==> config.mk <==
export PLATFORM = sky130hd
export DESIGN_NAME = pulse_rate_meter_flat
export DESIGN_NICKNAME = d
export VERILOG_FILES = /design/src/rtl/pulse_meter_pkg.sv /design/src/rtl/pulse_rate_meter_if.sv /design/src/rtl/rise_detect.sv /design/src/rtl/pulse_rate_meter.sv /design/src/flat_wrapper.sv
export SDC_FILE = /design/constraint.sdc
export NUM_CORES = 1
export LEC_CHECK = 0
export CORE_MARGIN = 2
export CORE_UTILIZATION = 30
export DETAILED_ROUTE_END_ITERATION = 8
export GPL_TIMING_DRIVEN = 0
export RECOVER_POWER = 50
export SYNTH_ARGS = -nofsm -noshare
export SYNTH_HDL_FRONTEND = slang
export SYNTH_SLANG_ARGS = --single-unit
==> constraint.sdc <==
create_clock -name clk -period 6 [get_ports clk]
set_clock_uncertainty 0.05 [all_clocks]
set_input_delay 1.5 -clock clk [delete_from_list [all_inputs] [get_ports clk]]
set_output_delay 1.5 -clock clk [all_outputs]
set_load 0.01 [all_outputs]
==> src/rtl/pulse_meter_pkg.sv <==
// Shared types and helpers for the pulse rate meter.
package pulse_meter_pkg;

   typedef enum logic [1:0] {
      IDLE = 2'd0,
      ARM  = 2'd1,
      GATE = 2'd2
   } meter_state_t;

   // Width-agnostic saturating increment: callers zero-extend count and their all-ones max.
   function automatic logic [63:0] sat_inc(input logic [63:0] count,
                                           input logic [63:0] max_val,
                                           input logic        inc);
      if (inc && (count != max_val)) return count + 64'd1;
      return count;
   endfunction

endpackage

==> src/rtl/pulse_rate_meter_if.sv <==
// Pulse input, gate control and result valid/ready bundle of the pulse rate meter.
interface pulse_rate_meter_if #(
   parameter int unsigned CNT_W = 32
);
   logic             synced_in;
   logic             enable;
   logic [CNT_W-1:0] result;
   logic             result_valid;
   logic             result_ready;
   logic             overflow;
   logic             overrun;

   modport master (
      input  synced_in, enable, result_ready,
      output result, result_valid, overflow, overrun
   );

   modport slave (
      output synced_in, enable, result_ready,
      input  result, result_valid, overflow, overrun
   );
endinterface

==> src/rtl/rise_detect.sv <==
// Rising-edge detector; 'load' primes the history register without reporting an edge.
module rise_detect (
   input  logic clk,
   input  logic rst,
   input  logic in,
   input  logic load,
   output logic rise
);
   logic prev_q;

   always_ff @(posedge clk) begin
      if (rst) prev_q <= 1'b0;
      else     prev_q <= in;
   end

   assign rise = in & ~prev_q & ~load;
endmodule

==> src/rtl/pulse_rate_meter.sv <==
// Counts rising edges of a clk-aligned pulse over back-to-back gate windows and
// publishes each window's count on a valid/ready result port.
module pulse_rate_meter
   import pulse_meter_pkg::*;
#(
   parameter int unsigned GATE_CYCLES = 50_000_000,
   parameter int unsigned CNT_W       = 32
) (
   input  logic                clk,
   input  logic                rst,
   pulse_rate_meter_if.master  bus
);
   localparam int unsigned      GATE_W    = $clog2(GATE_CYCLES);
   localparam logic [GATE_W-1:0] GATE_LAST = GATE_W'(GATE_CYCLES - 1);
   localparam logic [CNT_W-1:0]  CNT_MAX   = '1;

   meter_state_t      state_q, state_d;
   logic [GATE_W-1:0] gate_cnt_q, gate_cnt_d;
   logic [CNT_W-1:0]  edge_cnt_q, edge_cnt_d;
   logic              win_ovf_q, win_ovf_d;
   logic [CNT_W-1:0]  result_q, result_d;
   logic              valid_q, valid_d;
   logic              ovf_q, ovf_d;
   logic              overrun_q, overrun_d;

   logic              load_c, rise_c, publish_c, accept_c, sat_hit_c;
   logic [CNT_W-1:0]  edge_inc_c;

   assign load_c = (state_q == ARM);

   rise_detect u_rise (
      .clk  (clk),
      .rst  (rst),
      .in   (bus.synced_in),
      .load (load_c),
      .rise (rise_c)
   );

   // Next-state, window counting and result/handshake update.
   always_comb begin
      state_d    = state_q;
      gate_cnt_d = gate_cnt_q;
      edge_cnt_d = edge_cnt_q;
      win_ovf_d  = win_ovf_q;
      result_d   = result_q;
      valid_d    = valid_q;
      ovf_d      = ovf_q;
      overrun_d  = overrun_q;
      publish_c  = 1'b0;
      accept_c   = valid_q & bus.result_ready;
      sat_hit_c  = rise_c & (edge_cnt_q == CNT_MAX);
      edge_inc_c = CNT_W'(sat_inc(64'(edge_cnt_q), 64'(CNT_MAX), rise_c));

      case (state_q)
         IDLE: begin
            if (bus.enable) state_d = ARM;
         end
         ARM: begin
            if (!bus.enable) begin
               state_d = IDLE;
            end else begin
               state_d    = GATE;
               gate_cnt_d = '0;
               edge_cnt_d = '0;
               win_ovf_d  = 1'b0;
            end
         end
         GATE: begin
            if (!bus.enable) begin
               state_d = IDLE;
            end else if (gate_cnt_q == GATE_LAST) begin
               // Window closes and the next one starts without an ARM gap.
               publish_c  = 1'b1;
               gate_cnt_d = '0;
               edge_cnt_d = '0;
               win_ovf_d  = 1'b0;
            end else begin
               gate_cnt_d = gate_cnt_q + GATE_W'(1);
               edge_cnt_d = edge_inc_c;
               win_ovf_d  = win_ovf_q | sat_hit_c;
            end
         end
         default: state_d = IDLE;
      endcase

      if (publish_c) begin
         result_d = edge_inc_c;
         ovf_d    = win_ovf_q | sat_hit_c;
         valid_d  = 1'b1;
      end else if (accept_c) begin
         valid_d  = 1'b0;
      end

      if (accept_c)                  overrun_d = 1'b0;
      else if (publish_c && valid_q) overrun_d = 1'b1;
   end

   always_ff @(posedge clk) begin
      if (rst) begin
         state_q    <= IDLE;
         gate_cnt_q <= '0;
         edge_cnt_q <= '0;
         win_ovf_q  <= 1'b0;
         result_q   <= '0;
         valid_q    <= 1'b0;
         ovf_q      <= 1'b0;
         overrun_q  <= 1'b0;
      end else begin
         state_q    <= state_d;
         gate_cnt_q <= gate_cnt_d;
         edge_cnt_q <= edge_cnt_d;
         win_ovf_q  <= win_ovf_d;
         result_q   <= result_d;
         valid_q    <= valid_d;
         ovf_q      <= ovf_d;
         overrun_q  <= overrun_d;
      end
   end

   assign bus.result       = result_q;
   assign bus.result_valid = valid_q;
   assign bus.overflow     = ovf_q;
   assign bus.overrun      = overrun_q;
endmodule

==> src/flat_wrapper.sv <==
// flat-port wrapper written by rule: the top's interface ports become plain ports
module pulse_rate_meter_flat import pulse_meter_pkg::*;
#(
   parameter int unsigned GATE_CYCLES = 50_000_000,
   parameter int unsigned CNT_W       = 32
)
  (clk, rst, bus_synced_in, bus_enable, bus_result_ready, bus_result, bus_result_valid, bus_overflow, bus_overrun);
  pulse_rate_meter_if #(.CNT_W(CNT_W)) bus_i ();
  input  logic clk;
  input  logic rst;
  input wire logic [$bits(bus_i.synced_in)-1:0] bus_synced_in;
  input wire logic [$bits(bus_i.enable)-1:0] bus_enable;
  input wire logic [$bits(bus_i.result_ready)-1:0] bus_result_ready;
  output wire logic [$bits(bus_i.result)-1:0] bus_result;
  output wire logic [$bits(bus_i.result_valid)-1:0] bus_result_valid;
  output wire logic [$bits(bus_i.overflow)-1:0] bus_overflow;
  output wire logic [$bits(bus_i.overrun)-1:0] bus_overrun;
  assign bus_i.synced_in = bus_synced_in;
  assign bus_i.enable = bus_enable;
  assign bus_i.result_ready = bus_result_ready;
  assign bus_result = bus_i.result;
  assign bus_result_valid = bus_i.result_valid;
  assign bus_overflow = bus_i.overflow;
  assign bus_overrun = bus_i.overrun;
  pulse_rate_meter #(.GATE_CYCLES(GATE_CYCLES), .CNT_W(CNT_W)) u_core (.clk(clk), .rst(rst), .bus(bus_i));
endmodule
==> results.sh, run 1 <==
export IMPL_ys_warn_count=0
export IMPL_ys_seq_area_share_pct=36.6
export IMPL_die_h_um=137
export IMPL_slew_headroom_pct=21.6
export IMPL_p_int_w=0.00102
export IMPL_worst_slew_pin_slew_ps=1170
export IMPL_critical_path_startpoint_type="input pin"
export IMPL_htree_levels=3
export IMPL_r2r_start="u_core.gate_cnt_q[16]"
export IMPL_min_from="u_core.state_q[0]"
export IMPL_comb_power_share_pct=3.5
export IMPL_ys_ff_latch=97
export IMPL_reg2reg_depth=7
export IMPL_synth_edf_count=0
export IMPL_hold_viol=0
export IMPL_status="finished, final reports clean"
export IMPL_via_per_inst=5.73
export IMPL_cts_hold_buf=0
export IMPL_period_needed_ps=3890
export IMPL_synth_cell_types=66
export IMPL_n_antenna_cell=0
export IMPL_grt_overflow=0
export IMPL_grt_max_degree=16
export IMPL_crit_arrival_ps=4110
export IMPL_netlist_instances=647
export IMPL_setup_violations_final=0
export IMPL_drc=0
export IMPL_clkLatencyLatePin_ps=360
export IMPL_wire_per_inst_um=18.4
export IMPL_ff2ff_setup_slack_ps=2880
export IMPL_vias=5309
export IMPL_grt_pass1_wl_um=26600
export IMPL_switching_power_w=0.000296
export IMPL_syn_cell_area_um2=5310
export IMPL_first_pass_iters=7
export IMPL_ir_worst_vdd_mv=0.107
export IMPL_drv_slew=0
export IMPL_min_delay_worst_endpoint="u_core.state_q[0]"
export IMPL_drive_gt1_share_pct=6.13
export IMPL_path_max_fanout=10
export IMPL_tns_ps=0
export IMPL_dp_hpwl_um=12400
export IMPL_tritoncts="built"
export IMPL_port_buffers=39
export IMPL_finalPower_w=0.00131
export IMPL_drt_iter0_drc=432
export IMPL_die_w_um=137
export IMPL_maxCapViolations=0
export IMPL_root_buffer="clkbuf_16"
export IMPL_leakagePower_nw=1.98
export IMPL_end_kind="flop"
export IMPL_synthToLayoutAreaGrowth_pct=17.9
export IMPL_seq_power_share_pct=49.3
export IMPL_core_area_um2=17300
export IMPL_io_pins=40
export IMPL_power_density_nw_per_um2=210
export IMPL_cts_sinks=97
export IMPL_avgSynthCellArea_um2=8.20
export IMPL_clockBufferDepth=2
export IMPL_async_flop_share_pct=0
export IMPL_fmax_ghz=0.257
export IMPL_regArea_um2=1940
export IMPL_row_count=48
export IMPL_grt_usage_pct=18.4
export IMPL_start_util_pct=30.7
export IMPL_synthFlopType="dfxtp_1"
export IMPL_cts_buffers=9
export IMPL_fin_nets=704
export IMPL_wl_um=17100
export IMPL_min_period_over_period_pct=64.9
export IMPL_min_path_type="reg2reg"
export IMPL_sw_frac_of_total_pct=22.5
export IMPL_syn_nets=654
export IMPL_gp_congestion=0.954
export IMPL_cp_required_ps=6210
export IMPL_fill_cells=1878
export IMPL_grt_pass1_vias=4820
export IMPL_die_area_um2=18800
export IMPL_multi_input_area_um2=3110
export IMPL_timing_rr_end="u_core.bus.result[4]"
export IMPL_pwr_share_clk_pct=47.2
export IMPL_antenna_found_initial=0
export IMPL_post_cts_resized=0
export IMPL_clkSlewWorstSetupHoldPaths_ps=70
export IMPL_rsz0062_at_grt="false"
export IMPL_cts_setup_buffers=0
export IMPL_hold_depth=1
export IMPL_ant_nets=0
export IMPL_worstSetupPathType="in2reg"
==> worst max path at each step <==
stage / startpoint / end / cells after the start
after global placement: bus_enable / u_core.edge_cnt_q[30] / 8
after detailed placement: bus_enable / u_core.edge_cnt_q[30] / 8
after floorplan: bus_synced_in / u_core.bus.result[31] / 5
after global routing: bus_enable / u_core.bus.result[0] / 6
after CTS: bus_enable / u_core.edge_cnt_q[30] / 8
final: bus_enable / u_core.bus.result[4] / 6
==> flip-flops by register name, indices dropped and copies added (netlist names), 2 cells and up <==
signal	flops
u_core.bus.result	32
u_core.edge_cnt_q	32
u_core.gate_cnt_q	26
u_core.state_q	2
==> layout make-up <==
type | instances | share of cell area [%]
timing repair buffer | 39 | 6.24
sequential | 97 | 31.1
clock buffer | 13 | 4.32
clock inverter | 3 | 0.740
buffer | 47 | 3.16
inverter | 5 | 0.300
multi-input combinational | 498 | 49.7
tap | 225 | 4.50
==> metal layers <==
layer / track usage (%) / up-vias / wire length [um]
li1: - / 2599 / -
met1: 26.1 / 2505 / 8260
met2: 27.1 / 177 / 7350
met3: 3.74 / 28 / 1080
met4: 7.56 / 0 / 398
met5: 0 / - / 0
==> layout by cell type, fill, tap and decap left out, types with 23 or more instances in the layout <==
cell and n:
o21ai_0 42, nand2_1 47, clkbuf_1 39, dlygate4sd3_1 37, a31oi_1 40, nor2_1 52
nand4_1 24, dfxtp_1 97, nor3_1 23
==> cells in the mapped netlist (all sizes together), types with 2 or more instances <==
cell type	n	share of area (%)
dfxtp	97	37
nor2	52	3.7
nand2	47	3.3
o21ai	42	4.0
clkbuf	41	3.7
a31oi	40	4.7
nand4	27	3.9
nor3	23	2.4
nand3	22	2.2
nor4	22	2.7
a21oi	21	2.0
a311oi	20	3.3
or3	17	2.1
a211oi	16	2.3
and4	15	2.5
xnor2	15	2.5
and3	14	1.7
o21bai	12	1.7
and2	11	1.3
nand2b	10	1.2
a41oi	8	1.3
or4	8	1.3
o211ai	7	0.99
xor2	7	1.2
buf	6	0.54
nor4b	6	0.99
inv	5	0.35
a21o	4	0.57
nor2b	4	0.47
a21boi	3	0.42
o41ai	3	0.50
a2bb2oi	2	0.33
ha	2	0.47
nand3b	2	0.28
==> through the flow <==
step           cells  hold WS [ps]  utilization, %  worst slack, ps  instance area [um^2]
3_3_place_gp     911           410            34.6             1800                  5980
5_1_grt          927           457            36.1             1860                  6250
2_1_floorplan    647           396               -             2920                  5310
6_report         927           431            36.1             2110                  6250
4_1_cts          927           432            36.4             2190                  6290
3_5_place_dp     911           419            34.6             1840                  5980
==> worst max-delay path, cell delays in order <==
cell           delay [ps]
dlygate4sd3_1         650
nand2_1               120
nor3_1                900
clkbuf_1              560
nor2_1                 90
a311oi_1              280
==> power groups by stage <==
stage | combinational (W) | clock (W) | sequential [W]
after floorplan | 0.0000278 | 0 | 0.000662
after global placement | 0.0000463 | 0 | 0.000662
after detailed placement | 0.0000464 | 0 | 0.000662
after CTS | 0.0000466 | 0.000632 | 0.000647
after global routing | 0.0000497 | 0.000657 | 0.000647
final | 0.0000455 | 0.000619 | 0.000647
==> cell families (layout without fill, tap and decap cells) <==
logic type	Yosys count	in the layout	share of synthesized area [%]
xor gates and xnor gates	22	22	3.63
muxes	2	2	0.401
adders and majority gates	2	2	0.472
DFF	97	97	36.6
AOI/OAI and AO/OA	186	186	23.3
and+or+nand+nor	286	286	30.9
buffers and inverters	52	107	4.65
Power figures use the tool's default switching activity.
==> run 2: changes to the inputs <==
==> constraint.sdc (replaced) <==
create_clock -name clk -period 3.4 [get_ports clk]
set_clock_uncertainty 0.05 [all_clocks]
set_input_delay 0.85 -clock clk [delete_from_list [all_inputs] [get_ports clk]]
set_output_delay 0.85 -clock clk [all_outputs]
set_load 0.01 [all_outputs]
==> run 2 against run 1 <==
Sequential share of layout area fell by 0.15 points. Combinational power rose by 77%. Register-to-register slack got worse by 2700 ps. Critical path type is now reg2reg. Final area rose by 0.50%. Utilization rose by 0.18 points. Power rose by 77%. Clock-buffer cell count did not move. Die area did not move.
==> results.sh, run 2 (synthesis results as in run 1) <==
export IMPL_status="finished, final reports clean"
export IMPL_min_path_type="reg2reg"
export IMPL_ir_worst_vdd_mv=0.189
export IMPL_htree_levels=3
export IMPL_min_from="u_core.state_q[0]"
export IMPL_vias=5282
export IMPL_leakagePower_nw=2.01
export IMPL_min_period_over_period_pct=94.7
export IMPL_maxCapViolations=0
export IMPL_path_buf_inv=1
export IMPL_layout_commonest_cell="dfxtp_1"
export IMPL_row_count=48
export IMPL_dp_slack_ps=-113
export IMPL_port_buffers=39
export IMPL_timing_rr_end="u_core.edge_cnt_q[26]"
export IMPL_dp_hpwl_um=12400
export IMPL_core_area_um2=17300
export IMPL_wire_per_inst_um=18.5
export IMPL_cts_buffers=9
export IMPL_setup_violations_final=0
export IMPL_die_h_um=137
export IMPL_grt_max_degree=16
export IMPL_reg2reg_depth=6
export IMPL_antenna_found_initial=0
export IMPL_tns_ps=0
export IMPL_drt_iter0_drc=449
export IMPL_clockBufferDepth=2
export IMPL_via_per_inst=5.70
export IMPL_ff2ff_setup_slack_ps=180
export IMPL_path_max_fanout=10
export IMPL_fill_cells=1875
export IMPL_layout_common_cells="97 x dfxtp_1, 52 x nor2_1, 47 x nand2_1"
export IMPL_n_antenna_cell=0
export IMPL_hold_depth=1
export IMPL_period_needed_ps=3220
export IMPL_die_w_um=137
export IMPL_met3_usage_pct=3.74
export IMPL_worst_slack_ps=181
export IMPL_cts_setup_buffers=0
export IMPL_cts_hold_buf=0
export IMPL_cpMostUsedCell="o21ai_0"
export IMPL_root_buffer="clkbuf_16"
export IMPL_instances_no_fill=927
export IMPL_clkLatencyLatePin_ps=360
export IMPL_wl_um=17100
export IMPL_dp_cells=911
export IMPL_drive_gt1_share_pct=6.55
export IMPL_cp_required_ps=3610
export IMPL_gr_usage_met2_pct=27.1
export IMPL_worstPathCellList="nor4b_1, nand4_1, o21ai_0, clkbuf_1, o21ai_0, a21o_1"
export IMPL_critical_path_startpoint_type="flop"
export IMPL_cts_sinks=97
export IMPL_max_stage_delay_ps=910
export IMPL_drv_slew=0
export IMPL_power_density_nw_per_um2=369
export IMPL_slew_headroom_pct=27.3
export IMPL_post_cts_resized=0
export IMPL_grt_usage_pct=18.4
export IMPL_fmax_ghz=0.311
export IMPL_grt_pass1_wl_um=26600
export IMPL_cp_top_family="compound AO/OA/AOI/OAI gates"
export IMPL_rsz0062_at_grt="false"
export IMPL_clkSlewWorstSetupHoldPaths_ps=70
export IMPL_gp_congestion=0.954
export IMPL_io_pins=40
export IMPL_ant_nets=0
export IMPL_slowest_stage="o21ai_0"
export IMPL_grt_pass1_vias=4820
export IMPL_synthToLayoutAreaGrowth_pct=18.4
export IMPL_worst_slew_pin_slew_ps=1080
export IMPL_first_pass_iters=5
export IMPL_grt_overflow=0
export IMPL_r2r_start="u_core.gate_cnt_q[10]"
export IMPL_die_area_um2=18800
export IMPL_drc=0
export IMPL_fin_nets=704
export IMPL_hold_viol=0
export IMPL_start_util_pct=30.7
export IMPL_tritoncts="built"
export IMPL_finalPower_w=0.00232
export IMPL_min_delay_worst_endpoint="u_core.state_q[0]"
export IMPL_crit_arrival_ps=3430
export IMPL_end_kind="flop"
export IMPL_busiest_layer="met2"
export IMPL_use_met1_pct=26.1
export IMPL_worstSetupPathType="reg2reg"
==> run 2: power breakdown <==
part           total (W)  switching, W  internal (W)  leakage [nW]
Sequential       0.00114    0.00000374       0.00114         0.782
Clock            0.00109      0.000460      0.000634         0.152
Combinational  0.0000807     0.0000594     0.0000213          1.08
Total            0.00232      0.000523       0.00179          2.01
==> run 2: area by class of cell <==
| type | count | area (um^2) | share of cell area [%] |
|---|---|---|---|
| multi-input cells | 498 | 3120 | 49.6 |
| flip-flops and latches | 97 | 1940 | 30.9 |
| repair buffers | 39 | 390 | 6.21 |
| well taps | 225 | 282 | 4.48 |
| clock buffers | 13 | 270 | 4.30 |
| plain buffers | 47 | 218 | 3.46 |
| clock inverters | 3 | 46.3 | 0.737 |
| inverters | 5 | 18.8 | 0.299 |
==> run 2: per-stage QoR <==
step	hold WS, ps	area (um^2)	utilization, %
2_1_floorplan	396	5310	-
5_1_grt	457	6280	36.3
3_5_place_dp	419	5980	34.6
4_1_cts	432	6290	36.4
6_report	431	6280	36.3
3_3_place_gp	410	5980	34.6
==> run 2: worst max path at each step <==
stage                          start                     to  slack [ps]  cells past startpoint
6_report       u_core.gate_cnt_q[10]  u_core.edge_cnt_q[26]         180                      6
5_1_grt                   bus_enable  u_core.edge_cnt_q[30]          30                      8
4_1_cts                   bus_enable  u_core.edge_cnt_q[30]         240                      8
3_5_place_dp              bus_enable  u_core.edge_cnt_q[30]        -110                      8
3_3_place_gp              bus_enable  u_core.edge_cnt_q[30]        -150                      8
2_1_floorplan   u_core.edge_cnt_q[1]  u_core.bus.result[28]         940                      6
==> run 2: metal layers <==
layer | wire, um | part of all wire, %
met2 | 7420 | 43
met4 | 394 | 2.3
met1 | 8300 | 49
met5 | 0 | 0
met3 | 996 | 5.8
==> run 2: worst reg2reg max path, delay by kind of cell, from the launching register on <==
family	cells	cell delay, ps
buffers and inverters	1	600
AOI/OAI and AO/OA	3	1350
and+or+nand+nor	2	760
DFF	1	380
